<file path="config.mk">
export PLATFORM = sky130hd
export DESIGN_NAME = wb_slave_txfifo
export DESIGN_NICKNAME = d
export VERILOG_FILES = /design/src/rtl/wb_slave_txfifo.sv
export SDC_FILE = /design/constraint.sdc
export NUM_CORES = 1
export LEC_CHECK = 0
export ABC_AREA = 1
export CORE_AREA = 2 2 93 95
export CTS_CLUSTER_SIZE = 10
export DETAILED_ROUTE_END_ITERATION = 8
export DIE_AREA = 0 0 95 97
export HOLD_SLACK_MARGIN = 0.15
export PLACE_DENSITY_LB_ADDON = 0.15
export SETUP_SLACK_MARGIN = 0.05
export SYNTH_ARGS = -nofsm -noshare
export SYNTH_HDL_FRONTEND = slang
export SYNTH_SLANG_ARGS = --single-unit
</file>
<file path="constraint.sdc">
create_clock -name wb_clk_i -period 4.3 [get_ports wb_clk_i]
set_input_delay 1.075 -clock wb_clk_i [delete_from_list [all_inputs] [get_ports wb_clk_i]]
set_output_delay 1.075 -clock wb_clk_i [all_outputs]
set_load 0.1 [all_outputs]
</file>
<file path="src/rtl/wb_slave_txfifo.sv">
// wb_slave_txfifo: Wishbone classic slave feeding an egress byte FIFO.
// Define WB_SLAVE_TXFIFO_ERR_EN to terminate full DATA writes and LEVEL writes with wb_err_o.
module wb_slave_txfifo #(
  parameter int         FIFO_DEPTH = 8,
  parameter int         ACK_WAIT   = 1,
  parameter logic [7:0] BASE_ADDR  = 8'h40
) (
  input  logic       wb_clk_i,
  input  logic       wb_rst_i,
  input  logic       wb_cyc_i,
  input  logic       wb_stb_i,
  input  logic       wb_we_i,
  input  logic [7:0] wb_adr_i,
  input  logic [7:0] wb_dat_i,
  output logic [7:0] wb_dat_o,
  output logic       wb_ack_o,
  output logic       wb_err_o,
  output logic       tx_valid,
  output logic [7:0] tx_data,
  input  logic       tx_ready,
  output logic       irq
);
  localparam int PW = $clog2(FIFO_DEPTH);
  localparam int LW = PW + 1;
  typedef enum logic [1:0] {S_IDLE, S_WAIT, S_RESP} state_t;
  state_t        r_state;
  logic [2:0]    r_cnt;
  logic [1:0]    r_adr;
  logic [7:0]    r_dat, r_dat_o;
  logic [7:0]    mem [FIFO_DEPTH];
  logic          r_we, r_ack, r_err, r_ovf, r_irq_en, r_irq;
  logic [3:0]    r_thr;
  logic [PW-1:0] r_wptr, r_rptr;
  logic [LW-1:0] r_level;
  logic          w_req, w_commit, w_we, w_wr, w_full, w_empty, w_pop;
  logic          w_flush, w_dwr, w_push, w_drop, w_err;
  logic [1:0]    w_adr;
  logic [7:0]    w_dat, w_rdata, w_level;

  assign w_req    = wb_cyc_i && wb_stb_i && wb_adr_i[7:2] == BASE_ADDR[7:2];
  // The commit edge is the one that enters RESP; with no wait states it is the accepting edge itself.
  assign w_commit = (r_state == S_IDLE && ACK_WAIT == 0 && w_req) ||
                    (r_state == S_WAIT && wb_cyc_i && r_cnt == 3'd0);
  assign w_adr    = r_state == S_IDLE ? wb_adr_i[1:0] : r_adr;
  assign w_dat    = r_state == S_IDLE ? wb_dat_i : r_dat;
  assign w_we     = r_state == S_IDLE ? wb_we_i : r_we;
  assign w_level  = 8'(r_level);
  assign w_full   = r_level == LW'(FIFO_DEPTH);
  assign w_empty  = r_level == '0;
  assign tx_valid = !w_empty;
  assign tx_data  = mem[r_rptr];
  assign w_pop    = tx_valid && tx_ready;
  assign w_wr     = w_commit && w_we;
  assign w_dwr    = w_wr && w_adr == 2'd0;
  assign w_push   = w_dwr && (!w_full || w_pop);
  assign w_drop   = w_dwr && w_full && !w_pop;
  assign w_flush  = w_wr && w_adr == 2'd3 && w_dat[6];
`ifdef WB_SLAVE_TXFIFO_ERR_EN
  assign w_err    = w_drop || (w_wr && w_adr == 2'd2);
`else
  assign w_err    = 1'b0;
`endif
  assign w_rdata  = w_adr == 2'd0 ? (w_empty ? 8'h00 : tx_data) :
                    w_adr == 2'd1 ? {4'h0, r_irq, r_ovf, w_full, w_empty} :
                    w_adr == 2'd2 ? w_level : {r_irq_en, 3'b000, r_thr};
  assign wb_dat_o = r_dat_o;
  assign wb_ack_o = r_ack;
  assign wb_err_o = r_err;
  assign irq      = r_irq;

  always_ff @(posedge wb_clk_i or posedge wb_rst_i)
    if (wb_rst_i) begin
      r_state  <= S_IDLE;
      r_cnt    <= 3'd0;
      r_adr    <= 2'd0;
      r_dat    <= 8'h00;
      r_we     <= 1'b0;
      r_ack    <= 1'b0;
      r_err    <= 1'b0;
      r_dat_o  <= 8'h00;
      r_ovf    <= 1'b0;
      r_irq_en <= 1'b0;
      r_thr    <= 4'h0;
      r_irq    <= 1'b0;
    end else begin
      r_ack   <= 1'b0;
      r_err   <= 1'b0;
      r_dat_o <= 8'h00;
      r_irq   <= r_irq_en && w_level <= {4'h0, r_thr};
      case (r_state)
        S_IDLE: if (w_req) begin
          r_adr   <= wb_adr_i[1:0];
          r_dat   <= wb_dat_i;
          r_we    <= wb_we_i;
          r_cnt   <= 3'(ACK_WAIT == 0 ? 0 : ACK_WAIT - 1);
          r_state <= S_WAIT;
        end
        S_WAIT: if (!wb_cyc_i) r_state <= S_IDLE;
          else if (r_cnt != 3'd0) r_cnt <= r_cnt - 3'd1;
        default: r_state <= S_IDLE;
      endcase
      if (w_commit) begin
        r_state <= S_RESP;
        r_ack   <= !w_err;
        r_err   <= w_err;
        r_dat_o <= w_we ? 8'h00 : w_rdata;
      end
      if (w_drop) r_ovf <= 1'b1;
      else if (w_wr && w_adr == 2'd1 && w_dat[2]) r_ovf <= 1'b0;
      if (w_wr && w_adr == 2'd3) begin
        r_irq_en <= w_dat[7];
        r_thr    <= w_dat[3:0];
      end
    end

  // Flush wins over any pop or push landing in the same cycle.
  always_ff @(posedge wb_clk_i or posedge wb_rst_i)
    if (wb_rst_i) begin
      r_wptr  <= '0;
      r_rptr  <= '0;
      r_level <= '0;
    end else if (w_flush) begin
      r_wptr  <= '0;
      r_rptr  <= '0;
      r_level <= '0;
    end else begin
      r_wptr  <= r_wptr + PW'(w_push);
      r_rptr  <= r_rptr + PW'(w_pop);
      r_level <= r_level + LW'(w_push) - LW'(w_pop);
    end

  always_ff @(posedge wb_clk_i)
    if (w_push) mem[r_wptr] <= w_dat;
endmodule

</file>
# After elaboration in Yosys (flattened, before gate mapping)
# Memory sizes are Yosys's and may differ from the RTL's.
# Index checks and enable logic that the tools add are counted.
# Widths: inputs -> output; s select.
[totals]
regBits = 42
latchBits = 0
ramBits = 64
rom_bits = 0
in_bits = 22
out_inout_bits = 20
word_cells = 86
n_memories = 1
[memory_table]
columns = ["name", "depth", "word_bits", "read_ports", "rd_ports_with_merged_regs", "write_ports", "line_no", "text"]
rows = [
  ["mem", 8, 8, 1, 0, 1, "30", "logic [7:0] mem [FIFO_DEPTH];"],
]
[classes]
add_sub_neg = 5
mul = 0
div = 0
order_cmp = 1
eq_ne = 11
shifts = 0
muxes = 25
bitwise_logic = 0
reduce_logical = 29
[ops]
columns = ["operator", "count"]
rows = [
  ["$mux 8", 7],
  ["$logic_and 1x1->1", 15],
  ["$mux 3", 5],
  ["$mux 2", 4],
  ["$add 3x1->3", 2],
  ["$eq 6x5->1 const B", 1],
  ["$mux 1", 6],
  ["$ne 3x3->1 const B", 2],
  ["$pmux 3 s2", 1],
  ["$add 4x1->4", 1],
  ["$eq 2x1->1 const B", 2],
  ["$eq 2x2->1 const B", 2],
  ["$eq 4x4->1 const B", 1],
  ["$le 4x4->1", 1],
  ["$logic_not 2->1", 2],
  ["$logic_not 4->1", 1],
  ["$mux 4", 1],
  ["$ne 2x2->1 const B", 2],
  ["$pmux 2 s2", 1],
  ["$reduce_and 2->1", 2],
  ["$reduce_and 4->1", 1],
  ["$reduce_bool 2->1", 2],
  ["$sub 4x1->4", 1],
  ["$logic_not 1->1", 3],
  ["other kinds (5)", 5],
]

# Logic depth before layout (Yosys ltp)
# Gate-level depths: netlist of run 1.
[logic_depth]
word_depth = 9
ltp_mapped = 17
depth_no_buf = 17

# Worst setup path before layout of run 1
# OpenSTA, ideal clock, no wires.
[synth_timing]
path_type = "register to register"
startpoint = "register r_level[2]"
endpoint = "register r_level[2]"
arrival_time_ns = 3.141
t_required_ns = 4.186
path_slack_ns = 1.045
path_stages_with_launch = 16
path_buffers = 0
period_less_slack_ns = 3.255
cell_sequence = "dfrtp_1 -> inv_1 -> ha_1 -> nand3_1 -> inv_1 -> nor2_1 -> nor2_1 -> nor3_4 -> inv_1 -> ha_1 -> inv_1 -> ha_1 -> fa_1 -> xor2_1 -> nand2_1 -> inv_1"
[synth_between]
elab_chain_cells = 8
[synth_rtl]
columns = ["item", "line_no", "text"]
rows = [
  ["start, declared", "34", "logic [LW-1:0] r_level;"],
  ["start signal, assigned", "129", "r_level <= r_level + LW'(w_push) - LW'(w_pop);"],
  ["$logic_not 4->1 *", "49", "assign w_empty = r_level == '0;"],
  ["$logic_not 1->1 *", "50", "assign tx_valid = !w_empty;"],
  ["named net tx_valid", "18", "output logic tx_valid,"],
  ["$logic_and 1x1->1 *", "52", "assign w_pop = tx_valid && tx_ready;"],
  ["$logic_or 1x1->1", "55", "assign w_push = w_dwr && (!w_full || w_pop);"],
  ["$logic_and 1x1->1", "55", ""],
  ["$add 4x1->4", "129", ""],
  ["$sub 4x1->4 *", "129", ""],
  ["$mux 4 *", "122", "end else if (w_flush) begin"],
]
# Mark *: on every way through the listed nets, which the timed path passes. The rest lies on a longest branch.
# A chain may end at the register's enable or synchronous reset.

# Final worst setup path of run 1
[layout_timing]
startpoint = "register r_rptr[0]"
endpoint = "output tx_data[4]"
[layout_between]
elab_chain_cells = 1
[layout_rtl]
columns = ["item", "line_no", "text"]
rows = [
  ["start, declared", "33", "logic [PW-1:0] r_wptr, r_rptr;"],
  ["start signal, assigned", "128", "r_rptr <= r_rptr + PW'(w_pop);"],
  ["$mem_v2 8x8", "-", ""],
  ["end, declared", "19", "output logic [7:0] tx_data,"],
]
# No other way between the ends.

==> results of run 1 <==
## flip-flops by register name (all words and copies together), names as in the netlist
signal,count
r_irq_en,1
mem,64
r_we,1
r_state,2
wb_dat_o,8
r_dat,8
r_cnt,3
r_level,4
irq,1
r_rptr,3
r_wptr,3
r_ovf,1
r_thr,4
wb_ack_o,1
r_adr,2
## cell usage after synthesis (5+ instances only)
master	number
sky130_fd_sc_hd__a21oi_1	6
sky130_fd_sc_hd__o21ai_1	12
sky130_fd_sc_hd__dfrtp_1	42
sky130_fd_sc_hd__edfxtp_1	64
sky130_fd_sc_hd__and2_1	5
sky130_fd_sc_hd__o21ai_0	25
sky130_fd_sc_hd__ha_1	16
sky130_fd_sc_hd__o22ai_1	5
sky130_fd_sc_hd__nand3_1	39
sky130_fd_sc_hd__nor2_1	42
sky130_fd_sc_hd__clkbuf_1	10
sky130_fd_sc_hd__inv_1	71
sky130_fd_sc_hd__nand2_1	158
## cell families after synthesis
family / after synthesis
DFF: 106
adders and majority gates: 17
xor gates and xnor gates: 4
other: 1
AOI/OAI and AO/OA: 52
buffers and inverters: 87
and+or+nand+nor: 260
## cell type report
cell class,instances,area (sq um),area share [%]
Multi-Input combinational cell,334,1650,29.2
Sequential cell,106,2970,52.8
Inverter,72,270,4.80
Tap cell,105,131,2.33
Clock inverter,3,22.5,0.400
Clock buffer,13,159,2.82
Timing Repair Buffer,47,430,7.64
## critical path: cells and delay by family, from the launching register on
| family | cells | cell delay [ns] |
|---|---|---|
| AO/OA/AOI/OAI | 3 | 0.54 |
| buffers and inverters | 3 | 1.08 |
| flip-flops | 1 | 0.40 |
## worst max path at each step
stage	from	end	slack (ns)	cells after the start
2_1_floorplan	r_level[2]	r_level[2]	1.05	15
5_1_grt	r_rptr[0]	tx_data[2]	0.69	7
4_1_cts	r_rptr[0]	tx_data[3]	0.83	7
3_3_place_gp	wb_cyc_i	r_level[2]	0.74	13
3_5_place_dp	wb_cyc_i	r_level[2]	0.68	13
6_report	r_rptr[0]	tx_data[4]	0.84	6
## power by group through the flow
stage	clock network, mW	logic, mW	registers (mW)
after CTS	0.577	1.51	1.18
after detailed placement	0	1.51	1.21
after global routing	0.610	1.65	1.19
after floorplan	0	1.16	1.20
after global placement	0	1.47	1.20
final	0.573	1.52	1.18
## metal layers
metal / vias up / global-route usage, % / routed length, um
li1: 1779 / - / -
met1: 1740 / 33.8 / 4470
met2: 148 / 42.2 / 5320
met3: 12 / 3.35 / 709
met4: 0 / 7.02 / 149
met5: - / 0 / 0
==> run metrics, run 1 <==
DRC violation count after routing 0; Final Hold Slack slightly below 0.5 ns; clk buf depth 2; Antenna Violating Nets Remaining 0; final net count ~610; worst-margin pin slew 1.14 ns; antenna diode instance count 0; clock sink total between 100 and 150; worst min path class reg2reg; Max-Slew Margin vs Limit a little under a quarter; maximum level of the CTS H-tree 3; detailed-router iteration count before antenna repair 5; most frequent cells in the layout sky130_fd_sc_hd__nand2_1 (158), sky130_fd_sc_hd__inv_1 (70), sky130_fd_sc_hd__edfxtp_1 (64), sky130_fd_sc_hd__nor2_1 (42), sky130_fd_sc_hd__dfrtp_1 (42); largest net degree at the start of global routing 43; design area 0.00563 sq mm; final max-slew violation count 0; commonest non-fill, non-tap cell in the layout sky130_fd_sc_hd__nand2_1; number of filler instances in the final layout 643; min cycle time layout around 3.5 ns; startpoint type of the worst setup path flip-flop; fraction of the cycle the final worst path needs between 80% and 90%; number of storage elements in the synthesis netlist roughly 110; Critical Path End Type primary output; minimum setup slack after placement approximately 0.68 ns; power density over the cells just under 600 mW/mm^2; grt total ovfl 0; clock skew 0.0186 ns; proportion of power drawn by the clock network 17.5%; number of cells traversed by the worst hold path 2; Layout Area Growth over Synthesis 13.7%; Maximum Capacitance Violations 0; die boundary width 95 um; Total Die Area 0.00922 sq mm; switching share of power 46.0%; latest clock arrival within the worst-skew pair approximately 0.36 ns; Crit Path Max Fanout 32; effective utilization at floorplan approximately three fifths; Achievable Freq about 290 MHz; status complete, no violations; prevailing post-synth register cell sky130_fd_sc_hd__edfxtp_1; total number of yosys warnings 0; Reg power frac a little over a third; final hold violation count 0; count of non-filler cells in the finished layout around 700; area of the core approximately 0.0081 sq mm; # IOs between 40 and 50; buffers inserted by post-CTS timing repair 0; overall routed net length about 11,000 um; initial antenna violation count 0; chain of cells forming the critical path inv_1 > o21ai_0 > o211ai_1 > o21ai_1 > inv_1 > buf_4; path type of the worst setup path reg2out; arrival time worst endpoint between 2 and 2.5 ns; share of synthesized cell area in full adder, half adder and majority cells 4.45%; slack of the worst reg-to-reg path between 1 and 1.5 ns; row cnt 33; Leak Pwr 2.60 nW; top cell type's share of synthesized area between 30% and 40%; share of the core filled with cells in the final layout about 69%; slowest cell on the critical path sky130_fd_sc_hd__inv_1; sequential fraction of the synthesis area between 60% and 70%; worst hold path startpoint r_dat[2]; instance area at placement around 0.0055 sq mm; Finish-stage setup viols 0; total number of vias between 3,000 and 4,000; instance count after placement with tap cells included 664; Worst R2R End r_level[2]; starting DRC count in detailed routing roughly 310; asr flop ratio synth 39.6%; share of synthesized area spent on multiplexers 0%; Avg Inst Size Synth about 9.4 sq um; sum of negative setup slack 0 ns; clock root buffer sky130_fd_sc_hd__clkbuf_8; main combinational cell family by area after synthesis simple AND/OR/NAND/NOR gates; area fraction in compound gates after synthesis roughly 5.6%; gp weighted congestion around 0.85; synthesized area slightly below 0.005 sq mm; worst min-delay path endpoint r_dat[2]; slack of the critical path approximately 0.84 ns; Int Pwr 1.77 mW; wire length of the first global-routing pass 17,600 um; total chip power 3.27 mW; delay of the slowest critical-path stage a little over 0.7 ns; total half-perimeter wirelength after legalization and detailed placement 7480 um; Syn Nets 566; cts bufs inserted 9; buffers added on ports 40; Synth Area in Simple Gates about 22%; number of global-route vias before repair approximately 3,700; total global-route track usage ~25%; fraction of layout instances using a drive strength above 1 under 10%; part of the power in combinational logic around 46%; xor-xnor portion of the synthesized cell area 0.707%; number of instances resized during post-cts repair 0; FF-to-FF path depth 15; CTS clk-pin slew, worst paths roughly 0.09 ns; total of hold buffers inserted after clock tree synthesis 0; cell type with the largest total area after synthesis sky130_fd_sc_hd__edfxtp_1; Peak VDD IR ~400 uV; detailed-route vias per instance 5.41; routed wirelength normalized by instance count about 16 um; startpoint of the worst register-to-register path r_level[2]; number of flops mapped to enable cells by yosys 64; setup repair after global routing missed its margin false; Syn Inst Count ~530; number of different library cells in the post-synthesis netlist 33; Die Height a little under 100 um; Net Switching between 1.5 and 2 mW; CP Data Required Time about 3.2 ns; most prevalent standard cell on the critical path sky130_fd_sc_hd__inv_1; most area-consuming cells after synthesis sky130_fd_sc_hd__edfxtp_1 (39%), sky130_fd_sc_hd__dfrtp_1 (21%), sky130_fd_sc_hd__nand2_1 (12%); clock tree from TritonCTS yes
(Power assumes the default switching activity.)
==> run 2, diff against run 1 <==
- CORE_AREA: 2 2 93 95 -> 2 2 101 103
- DIE_AREA: 0 0 95 97 -> 0 0 103 105
- clock period: 4.3 -> 3.06 ns (I/O delays scaled with it)
==> run 2 against run 1 <==
  * Combinational power rose by 62%
  * Sequential cell count did not move
  * Die area rose by 17%
  * Count of clock-buffer cells in the layout fell by 1
  * Total power rose by 51%
  * Register-to-register slack got worse by 0.88 ns
  * Hold slack got worse by 0.0061 ns
  * Worst setup slack got worse by 0.52 ns
  * Sequential power rose by 39%
  * Highest routed layer unchanged
==> run metrics, run 2 (same netlist as run 1, synthesis figures left out) <==
overall routed net length approximately 10,000 um; clk buf depth 2; maximum level of the CTS H-tree 3; startpoint type of the worst setup path primary input; effective utilization at floorplan about half; worst min path class reg2reg; met1 track demand over resource in global routing 29.2%; setup repair after global routing missed its margin false; total global-route track usage approximately a fifth; fraction of the cycle the final worst path needs around 90%; final net count 633; Layout Area Growth over Synthesis 19.8%; buffers inserted by post-CTS timing repair 0; grt total ovfl 0; Total Die Area around 0.011 sq mm; register with the most flip-flops mem; total number of vias roughly 3,600; Finish-stage setup viols 0; flip-flop count of the largest register after layout 64; commonest non-fill, non-tap cell in the layout sky130_fd_sc_hd__nand2_1; proportion of power drawn by the clock network between 10% and 20%; die boundary width between 100 and 150 um; Leak Pwr 2.78 nW; Die Height around 110 um; final max-slew violation count 0; largest net degree at the start of global routing 34; # IOs 42; CTS clk-pin slew, worst paths 0.10 ns; Achievable Freq approximately 370 MHz; switching share of power ~44%; cts bufs inserted 9; arrival time worst endpoint roughly 3 ns; Int Pwr 2.77 mW; min cycle time layout around 2.7 ns; clock skew around 0.0096 ns; part of the power in combinational logic approximately half; starting DRC count in detailed routing between 150 and 200; clock tree from TritonCTS yes; number of global-route vias before repair 3,476; detailed-route vias per instance around 4.9; antenna diode instance count 0; buffers added on ports 40; total of hold buffers inserted after clock tree synthesis 0; row cnt 36; routed wirelength normalized by instance count about 14 um; Antenna Violating Nets Remaining 0; total half-perimeter wirelength after legalization and detailed placement about 7400 um; path type of the worst setup path in2reg; power density over the cells 831 mW/mm^2; detailed-router iteration count before antenna repair 4; gp weighted congestion roughly 0.85; Crit Path Max Fanout 2; routing usage on met3 about 2.7%; status complete, no violations; chain of cells forming the critical path clkdlybuf4s50_1 > nand4_1 > inv_2 > nand2_1 > nor3_4 > inv_1 > ha_1 > inv_1 > ha_1 > fa_1 > xor2_1 > nand2_1 > inv_1; count of non-filler cells in the finished layout between 700 and 800; met2 usage in global routing ~31%; latest clock arrival within the worst-skew pair between 0.3 and 0.4 ns; fraction of layout instances using a drive strength above 1 about an eighth; Maximum Capacitance Violations 0; clock root buffer sky130_fd_sc_hd__clkbuf_8; area of the core 0.00964 sq mm; initial antenna violation count 0; wire length of the first global-routing pass 16,900 um; delay of the slowest critical-path stage between 0.4 and 0.5 ns; CP Data Required Time 3.33 ns; busiest layer in global routing met2; most frequent cells in the layout sky130_fd_sc_hd__nand2_1 (158), sky130_fd_sc_hd__inv_1 (70), sky130_fd_sc_hd__edfxtp_1 (64); DRC violation count after routing 0; Reg power frac between 30% and 40%; Net Switching 2.17 mW; Critical Path End Type flip-flop; Peak VDD IR about 840 uV; final hold violation count 0; most prevalent standard cell on the critical path sky130_fd_sc_hd__inv_1; clock sink total roughly 110; slowest cell on the critical path sky130_fd_sc_hd__clkdlybuf4s50_1; number of instances resized during post-cts repair 0; Final Hold Slack 0.490 ns; instance count after placement with tap cells included around 700
[run 2: changes by cell type in the layout (fill, tap and decap cells not counted), sizes merged]
cell and change:
buf +34, clkinvlp -1, clkbuf -1, clkinv +3, clkdlybuf4s50 -10, inv -1
[run 2: worst paths after layout]
kind | slack, ns | end | cells after the start | startpoint
worst max-delay path | 0.33 | r_level[2] | 13 | wb_cyc_i
worst min register to register | 0.49 | r_dat[4] | 2 | r_dat[4]
max in group asynchronous | 1.77 | r_dat[4] | 3 | wb_rst_i
worst max register to register | 0.40 | r_level[2] | 13 | r_state[0]
worst min-delay path | 0.49 | r_dat[4] | 2 | r_dat[4]
min in group asynchronous | 0.72 | r_cnt[1] | 2 | wb_rst_i
[run 2: metal layers]
layer  wire [um]  part of all wire, %
met1        4870                   47
met2        4700                   46
met3         434                  4.2
met4         280                  2.7
met5           0                    0
[run 2: power by group through the flow]
stage,registers (mW),logic (mW),clock network [mW]
finish,1.64,2.46,0.830
global route,1.65,2.67,0.897
CTS,1.64,2.47,0.842
detailed placement,1.68,2.47,0
global placement,1.67,2.43,0
floorplan,1.69,1.64,0
[run 2: worst max-delay path, delay by kind of cell]
kind | cells | cell delay (ns)
XOR/XNOR | 1 | 0.17
adder cells (fa/ha/maj) | 3 | 0.85
buffers and inverters | 5 | 0.71
AND/OR/NAND/NOR | 4 | 0.50
[run 2: area by class of cell]
class                   instances  area [sq um]
clock buffers                  12           155
clock inverters                 4          35.0
fillers                       860          3700
inverters                      72           270
multi-input cells             334          1650
flip-flops and latches        106          2970
well taps                     133           166
repair buffers                 71           686
[run 2: stage by stage]
stage | instance area, sq um | setup TNS (ns) | worst slack, ns | power (mW) | util, %
2_1_floorplan | 4960 | 0 | 0.188 | 3.33 | -
5_1_grt | 5940 | 0 | 0.193 | 5.22 | 61.6
4_1_cts | 5940 | 0 | 0.328 | 4.96 | 61.6
6_report | 5940 | 0 | 0.325 | 4.93 | 61.6
3_3_place_gp | 5750 | -0.0103 | -0.0103 | 4.11 | 59.6
3_5_place_dp | 5750 | -0.0688 | -0.0688 | 4.14 | 59.6
==> run 3, diff against run 2 <==
--- a/config.mk
+++ b/config.mk
@@ -15,2 +15,3 @@
 export SETUP_SLACK_MARGIN = 0.05
+export SKIP_LAST_GASP = 1
 export SYNTH_ARGS = -nofsm -noshare
--- a/constraint.sdc
+++ b/constraint.sdc
@@ -3,2 +3,2 @@
 set_output_delay 0.765 -clock wb_clk_i [all_outputs]
-set_load 0.1 [all_outputs]
+set_load 0.05 [all_outputs]
==> run 3 against run 2 <==
  * Hold slack worse by 0.0033 ns
  * Global-route usage up 0.68 points
  * Cell count stayed put
  * Clock power about the same
  * Largest cell class unchanged
  * Maximum frequency decreased by 1.8%
  * First-iteration DRC count up 22%
  * Non-clock buffer count unchanged
  * Count of clock-buffer cells in the layout fell by 2
  * Die area unchanged
  * Register-to-register slack worse by 0.03 ns
==> run metrics, run 3 (same netlist as run 1, synthesis figures left out) <==
status complete, no violations; largest net degree at the start of global routing 34; slack of the worst reg-to-reg path between 0.3 and 0.4 ns; worst hold path startpoint r_dat[4]; detailed-route vias per instance between 4 and 5; Total Die Area 0.0108 sq mm; Finish-stage setup viols 0; worst min-delay path endpoint r_dat[4]; buffers added on ports 40; commonest non-fill, non-tap cell in the layout sky130_fd_sc_hd__nand2_1; Crit Path Max Fanout 16; final hold violation count 0; Critical Path End Type primary output; switching share of power between 40 and 50%; latest clock arrival within the worst-skew pair 0.37 ns; Reg power frac 38.4%; maximum level of the CTS H-tree 3; Max-Slew Margin vs Limit between 60 and 70%; Int Pwr 2.56 mW; clock sink total between 100 and 150; Layout Area Growth over Synthesis 18.7%; CP Data Required Time ~2.3 ns; most frequent cells in the layout sky130_fd_sc_hd__nand2_1 (158), sky130_fd_sc_hd__inv_1 (70), sky130_fd_sc_hd__edfxtp_1 (64), sky130_fd_sc_hd__nor2_1 (42), sky130_fd_sc_hd__dfrtp_1 (42); total global-route track usage a little over a fifth; total of hold buffers inserted after clock tree synthesis 0; final max-slew violation count 0; total half-perimeter wirelength after legalization and detailed placement roughly 7500 um; clk buf depth 2; row cnt 36; buffers inserted by post-CTS timing repair 0; initial antenna violation count 0; final net count ~630; flip-flop count of the largest register after layout 64; number of filler instances in the final layout roughly 860; register with the most flip-flops mem; Peak VDD IR 500 uV; design area 0.00588 sq mm; fraction of the cycle the final worst path needs about 90%; CTS clk-pin slew, worst paths 0.09 ns; number of cells traversed by the worst hold path 2; starting DRC count in detailed routing just over 200; clock tree from TritonCTS yes; Net Switching 1.76 mW; proportion of power drawn by the clock network approximately a fifth; total number of vias 3,650; wire length of the first global-routing pass 17,500 um; gp weighted congestion between 0.8 and 0.9; grt total ovfl 0; path type of the worst setup path reg2out; routed wirelength normalized by instance count 14.2 um; clock root buffer sky130_fd_sc_hd__clkbuf_8; overall routed net length about 10,000 um; instance area at placement roughly 0.0057 sq mm; fraction of layout instances using a drive strength above 1 between 10% and 20%; cts bufs inserted 9; startpoint of the worst register-to-register path r_state[0]; Leak Pwr approximately 2.7 nW; # IOs 42; arrival time worst endpoint about 2.0 ns; share of the core filled with cells in the final layout about 61%; effective utilization at floorplan between 50% and 60%; power density over the cells ~730 mW/mm^2; number of instances resized during post-cts repair 0; detailed-router iteration count before antenna repair 5; Die Height between 100 and 150 um; clock skew 0.0160 ns; DRC violation count after routing 0; worst min path class reg2reg; slack of the critical path 0.275 ns; minimum setup slack after placement -0.0816 ns; antenna diode instance count 0; worst-margin pin slew 0.519 ns; setup repair after global routing missed its margin false; Antenna Violating Nets Remaining 0; min cycle time layout around 2.8 ns; Maximum Capacitance Violations 0; part of the power in combinational logic about 42%; Worst R2R End r_level[2]; area of the core around 0.0096 sq mm; die boundary width around 100 um; startpoint type of the worst setup path flip-flop; Achievable Freq about 360 MHz; FF-to-FF path depth 13; number of global-route vias before repair ~3,600
-- run 3: cell count changes in the layout (fill, tap and decap cells not counted), sizes merged --
cell	delta
buf	-11
clkdlybuf4s50	+11
clkinv	-1
clkinvlp	+1
clkbuf	-2
inv	+2
-- run 3: area by class of cell --
type	instances	area, sq um	area share (%)
multi-input combinational	334	1650	28.0
tap	133	166	2.83
clock inverter	6	47.5	0.809
inverter	72	270	4.60
timing repair buffer	71	638	10.9
clock buffer	10	138	2.34
sequential	106	2970	50.6
-- run 3: metal layers --
metal	wire length [um]	track usage, %	up-vias	share of wire [%]
li1	-	-	1833	-
met1	4820	30.5	1704	46
met2	4880	31.9	100	47
met3	524	3.34	13	5.0
met4	186	8.36	0	1.8
met5	0	0	-	0
-- run 3: worst max-delay path by stage --
stage                    start    endpoint  slack, ns  depth (start not counted)
floorplan           r_level[2]  r_level[2]       0.15                         15
global placement      wb_cyc_i  r_level[2]     -0.007                         13
detailed placement    wb_cyc_i  r_level[2]      -0.08                         13
CTS                  r_rptr[0]  tx_data[5]       0.24                          7
global route         r_rptr[0]  tx_data[5]       0.11                          7
finish               r_rptr[0]  tx_data[5]       0.28                          7
-- run 3: worst max-delay path, stage by stage (launching register included) --
cell                      delay, ns
sky130_fd_sc_hd__dfrtp_1       0.38
sky130_fd_sc_hd__inv_1         0.36
sky130_fd_sc_hd__buf_4         0.25
sky130_fd_sc_hd__o21ai_0       0.10
sky130_fd_sc_hd__o22ai_1       0.18
sky130_fd_sc_hd__nand2_1       0.10
sky130_fd_sc_hd__nand2_1       0.09
sky130_fd_sc_hd__buf_4         0.19
-- run 3: stage by stage --
| step | total power, mW | hold slack [ns] | setup TNS, ns | cells |
|---|---|---|---|---|
| after global placement | 3.48 | 0.463 | -0.00737 | 716 |
| after CTS | 4.34 | 0.491 | 0 | 732 |
| after floorplan | 2.93 | 0.449 | 0 | 527 |
| after detailed placement | 3.52 | 0.466 | -0.0816 | 716 |
| final | 4.32 | 0.487 | 0 | 732 |
| after global routing | 4.61 | 0.511 | 0 | 732 |
-- run 3: power groups by stage --
| stage | Clock, mW | Sequential (mW) | Combinational (mW) |
|---|---|---|---|
| floorplan | 0 | 1.68 | 1.25 |
| global placement | 0 | 1.69 | 1.79 |
| detailed placement | 0 | 1.69 | 1.83 |
| CTS | 0.845 | 1.66 | 1.84 |
| global route | 0.908 | 1.67 | 2.03 |
| finish | 0.827 | 1.66 | 1.83 |
==> patch (config.mk and constraints of run 2) <==
Add a define of `WB_SLAVE_TXFIFO_ERR_EN`.
--- a/src/rtl/wb_slave_txfifo.sv
+++ b/src/rtl/wb_slave_txfifo.sv
@@ -1,5 +1,7 @@
 // wb_slave_txfifo: Wishbone classic slave feeding an egress byte FIFO.
 // Define WB_SLAVE_TXFIFO_ERR_EN to terminate full DATA writes and LEVEL writes with wb_err_o.
+`define WB_SLAVE_TXFIFO_ERR_EN
+
 module wb_slave_txfifo #(
   parameter int         FIFO_DEPTH = 8,
   parameter int         ACK_WAIT   = 1,
Function: changed (Yosys sat finds a counterexample within 4 cycles, from zero or initial values and one cycle with wb_rst_i high).
==> patch against run 2 <==
- critical path depth shrank 6
- final area shrank 0.78%
- sequential cell count grew 1
- worst setup slack lost 93 ps
- total power shrank 0.23%
- synthesized area is essentially flat
- synthesized cell count shrank 5.5%
- register-to-register slack gained 120 ps
- routed wire length grew 2.2%
- fmax shrank 3.3%
- utilization shrank 0.48 points
- clock power shrank 6.9%
- critical endpoint is now tx_data[5]
- highest routed layer unchanged
==> patch: results (changes against run 2) <==
Critical path
  – Slowest stage delay, CP: 390 ps (-90 ps)
  – Library cell contributing the largest single delay on the critical path: inv_1
  – Worst reg2reg path depth: 15 (+2)
  – Highest fanout seen on the critical path: 17 (+15)
  – Crit path arrival time: 2060 ps (-940 ps)

Drt
  – Drt first-iter violations: 165 (-2.4%)
  – Total Routed Length: 10.5 mm (+2.2%)
  – Via Count: 3490 (-3.2%)
  – Detailed-route vias per instance: 4.97 (+0.92%)

Placed design
  – HPWL after DPL: 7.52 mm (+1.9%)
  – Weighted congestion at the end of routability-driven global placement: 0.831 (-2.2%)
  – Placed Instances: 686 (-4.2%)
  – Total placed instance area: 5730 um^2 (-0.33%)
  – I/O Buffers: 41 (+2.5%)
  – Pre-CTS setup slack: 8.32 ps (+77.1 ps)

Synth
  – Warning count from the yosys run: 0 (unchanged)
  – Most common library cells after synthesis: nand2_1 (94), inv_1 (65), o21ai_0 (65)
  – Synth Net Count: 537 (-5.1%)
  – Share of async-settable or async-resettable flops after synthesis: 0.402 (+0.00564)
  – Most common flop cell mapped by yosys: edfxtp_1
  – Proportion of synthesized chip area in sequential cells: 0.605 (+0.00490)
  – Post-Syn Area per Cell: 9.95 um^2 (+5.9%)
  – Cells taking the most area after synthesis: edfxtp_1 (39%), dfrtp_1 (22%), nand2_1 (7.1%), o21ai_0 (6.6%), inv_1 (4.9%)
  – Unique masters post-synth: 32 (-3.0%)

Pwr
  – Max VDD drop: 0.874 mV (+3.5%)
  – Leakage power: 2.67 nW (-3.9%)
  – Internal power of the cells: 0.00273 W (-1.4%)

Layout
  – Antenna Diode Count: 0 (unchanged)
  – Number of inserted filler cells in the final layout: 832 (-3.3%)
  – Flip-flop count of the largest register, all copies and words added: 64 (unchanged)
  – Share of final-layout standard cells stronger than drive strength 1: 0.148 (+0.0157)
  – Reg with most FFs: mem
  – Final nets: 603 (-4.7%)

Clock tree
  – Clock root buffer: clkbuf_8
  – Post-CTS clock slew at the launch and capture registers of the worst setup and hold paths: 90 ps
  – Number of gates given a new drive strength after cts: 0 (unchanged)
  – H-tree level count: 3 (unchanged)

Hold path
  – Worst Hold Depth: 2 (unchanged)

GRT
  – Largest net degree at the start of global routing: 44 (+29%)
  – Initial antenna violation count: 0 (unchanged)
  – Number of global-route vias before repair: 3343 (-3.8%)
  – Total global-route track usage: 0.211 (+0.00666)
  – Wire length of the first global-routing pass: 17.0 mm (+0.78%)

Timing
  – Final clock skew: 10.8 ps (+1.24 ps)

Outcome
  – Result of the run: completed
-- patch: changes by cell type after synthesis, sizes merged, moves of 6 or more --
cell,change
nor2,+17
nor3,+6
inv,-6
o21ai,+28
nand3,-15
nand2,-61
-- patch: final timing paths --
check / from / endpoint / slack [ps]
max in group asynchronous: wb_rst_i / r_dat[5] / 1830
max: r_rptr[0] / tx_data[5] / 230
max reg2reg: r_cnt[0] / r_level[2] / 520
min in group asynchronous: wb_rst_i / r_cnt[2] / 840
min: r_dat[2] / r_dat[2] / 500
min reg2reg: r_dat[2] / r_dat[2] / 500
-- patch: layout make-up --
class	instances	area (um^2)	area share
sequential	107	3000	0.509
multi-input combinational	310	1640	0.279
timing repair buffer	69	671	0.114
inverter	67	251	0.0427
tap	133	166	0.0283
clock buffer	11	131	0.0223
clock inverter	5	31.3	0.00531
-- patch: routing by layer --
metal  GRT usage  share of wire
met3      0.0268          0.047
met1       0.282           0.44
met4      0.0808          0.020
met2       0.349           0.49
met5           0              0
-- patch: stage by stage --
step / utilization / hold slack (ps)
after floorplan: - / 453
after global placement: 0.594 / 467
after detailed placement: 0.594 / 473
after CTS: 0.611 / 498
after global routing: 0.611 / 534
final: 0.611 / 496
-- patch: power groups by stage --
stage | Clock [W] | Sequential [W] | Combinational (W)
3_3_place_gp | 0 | 0.00169 | 0.00245
4_1_cts | 0.000787 | 0.00166 | 0.00250
3_5_place_dp | 0 | 0.00169 | 0.00250
6_report | 0.000773 | 0.00166 | 0.00248
2_1_floorplan | 0 | 0.00172 | 0.00166
5_1_grt | 0.000836 | 0.00167 | 0.00268
-- patch: cells by family (layout without fill, tap and decap cells) --
group,count (synthesis),in the layout,synth area share
xor+xnor,3,3,0.00530
fa+ha+maj,17,17,0.0444
simple gates,204,204,0.190
flops,107,107,0.605
compound gates,86,86,0.0912
buf+inv,81,152,0.0639
-- patch: worst max-delay path: cells and delay by family, from the launching register on --
kind	cells	cell delay, ps
buffers and inverters	3	840
AOI/OAI and AO/OA	2	260
DFF	1	380
and+or+nand+nor	2	210
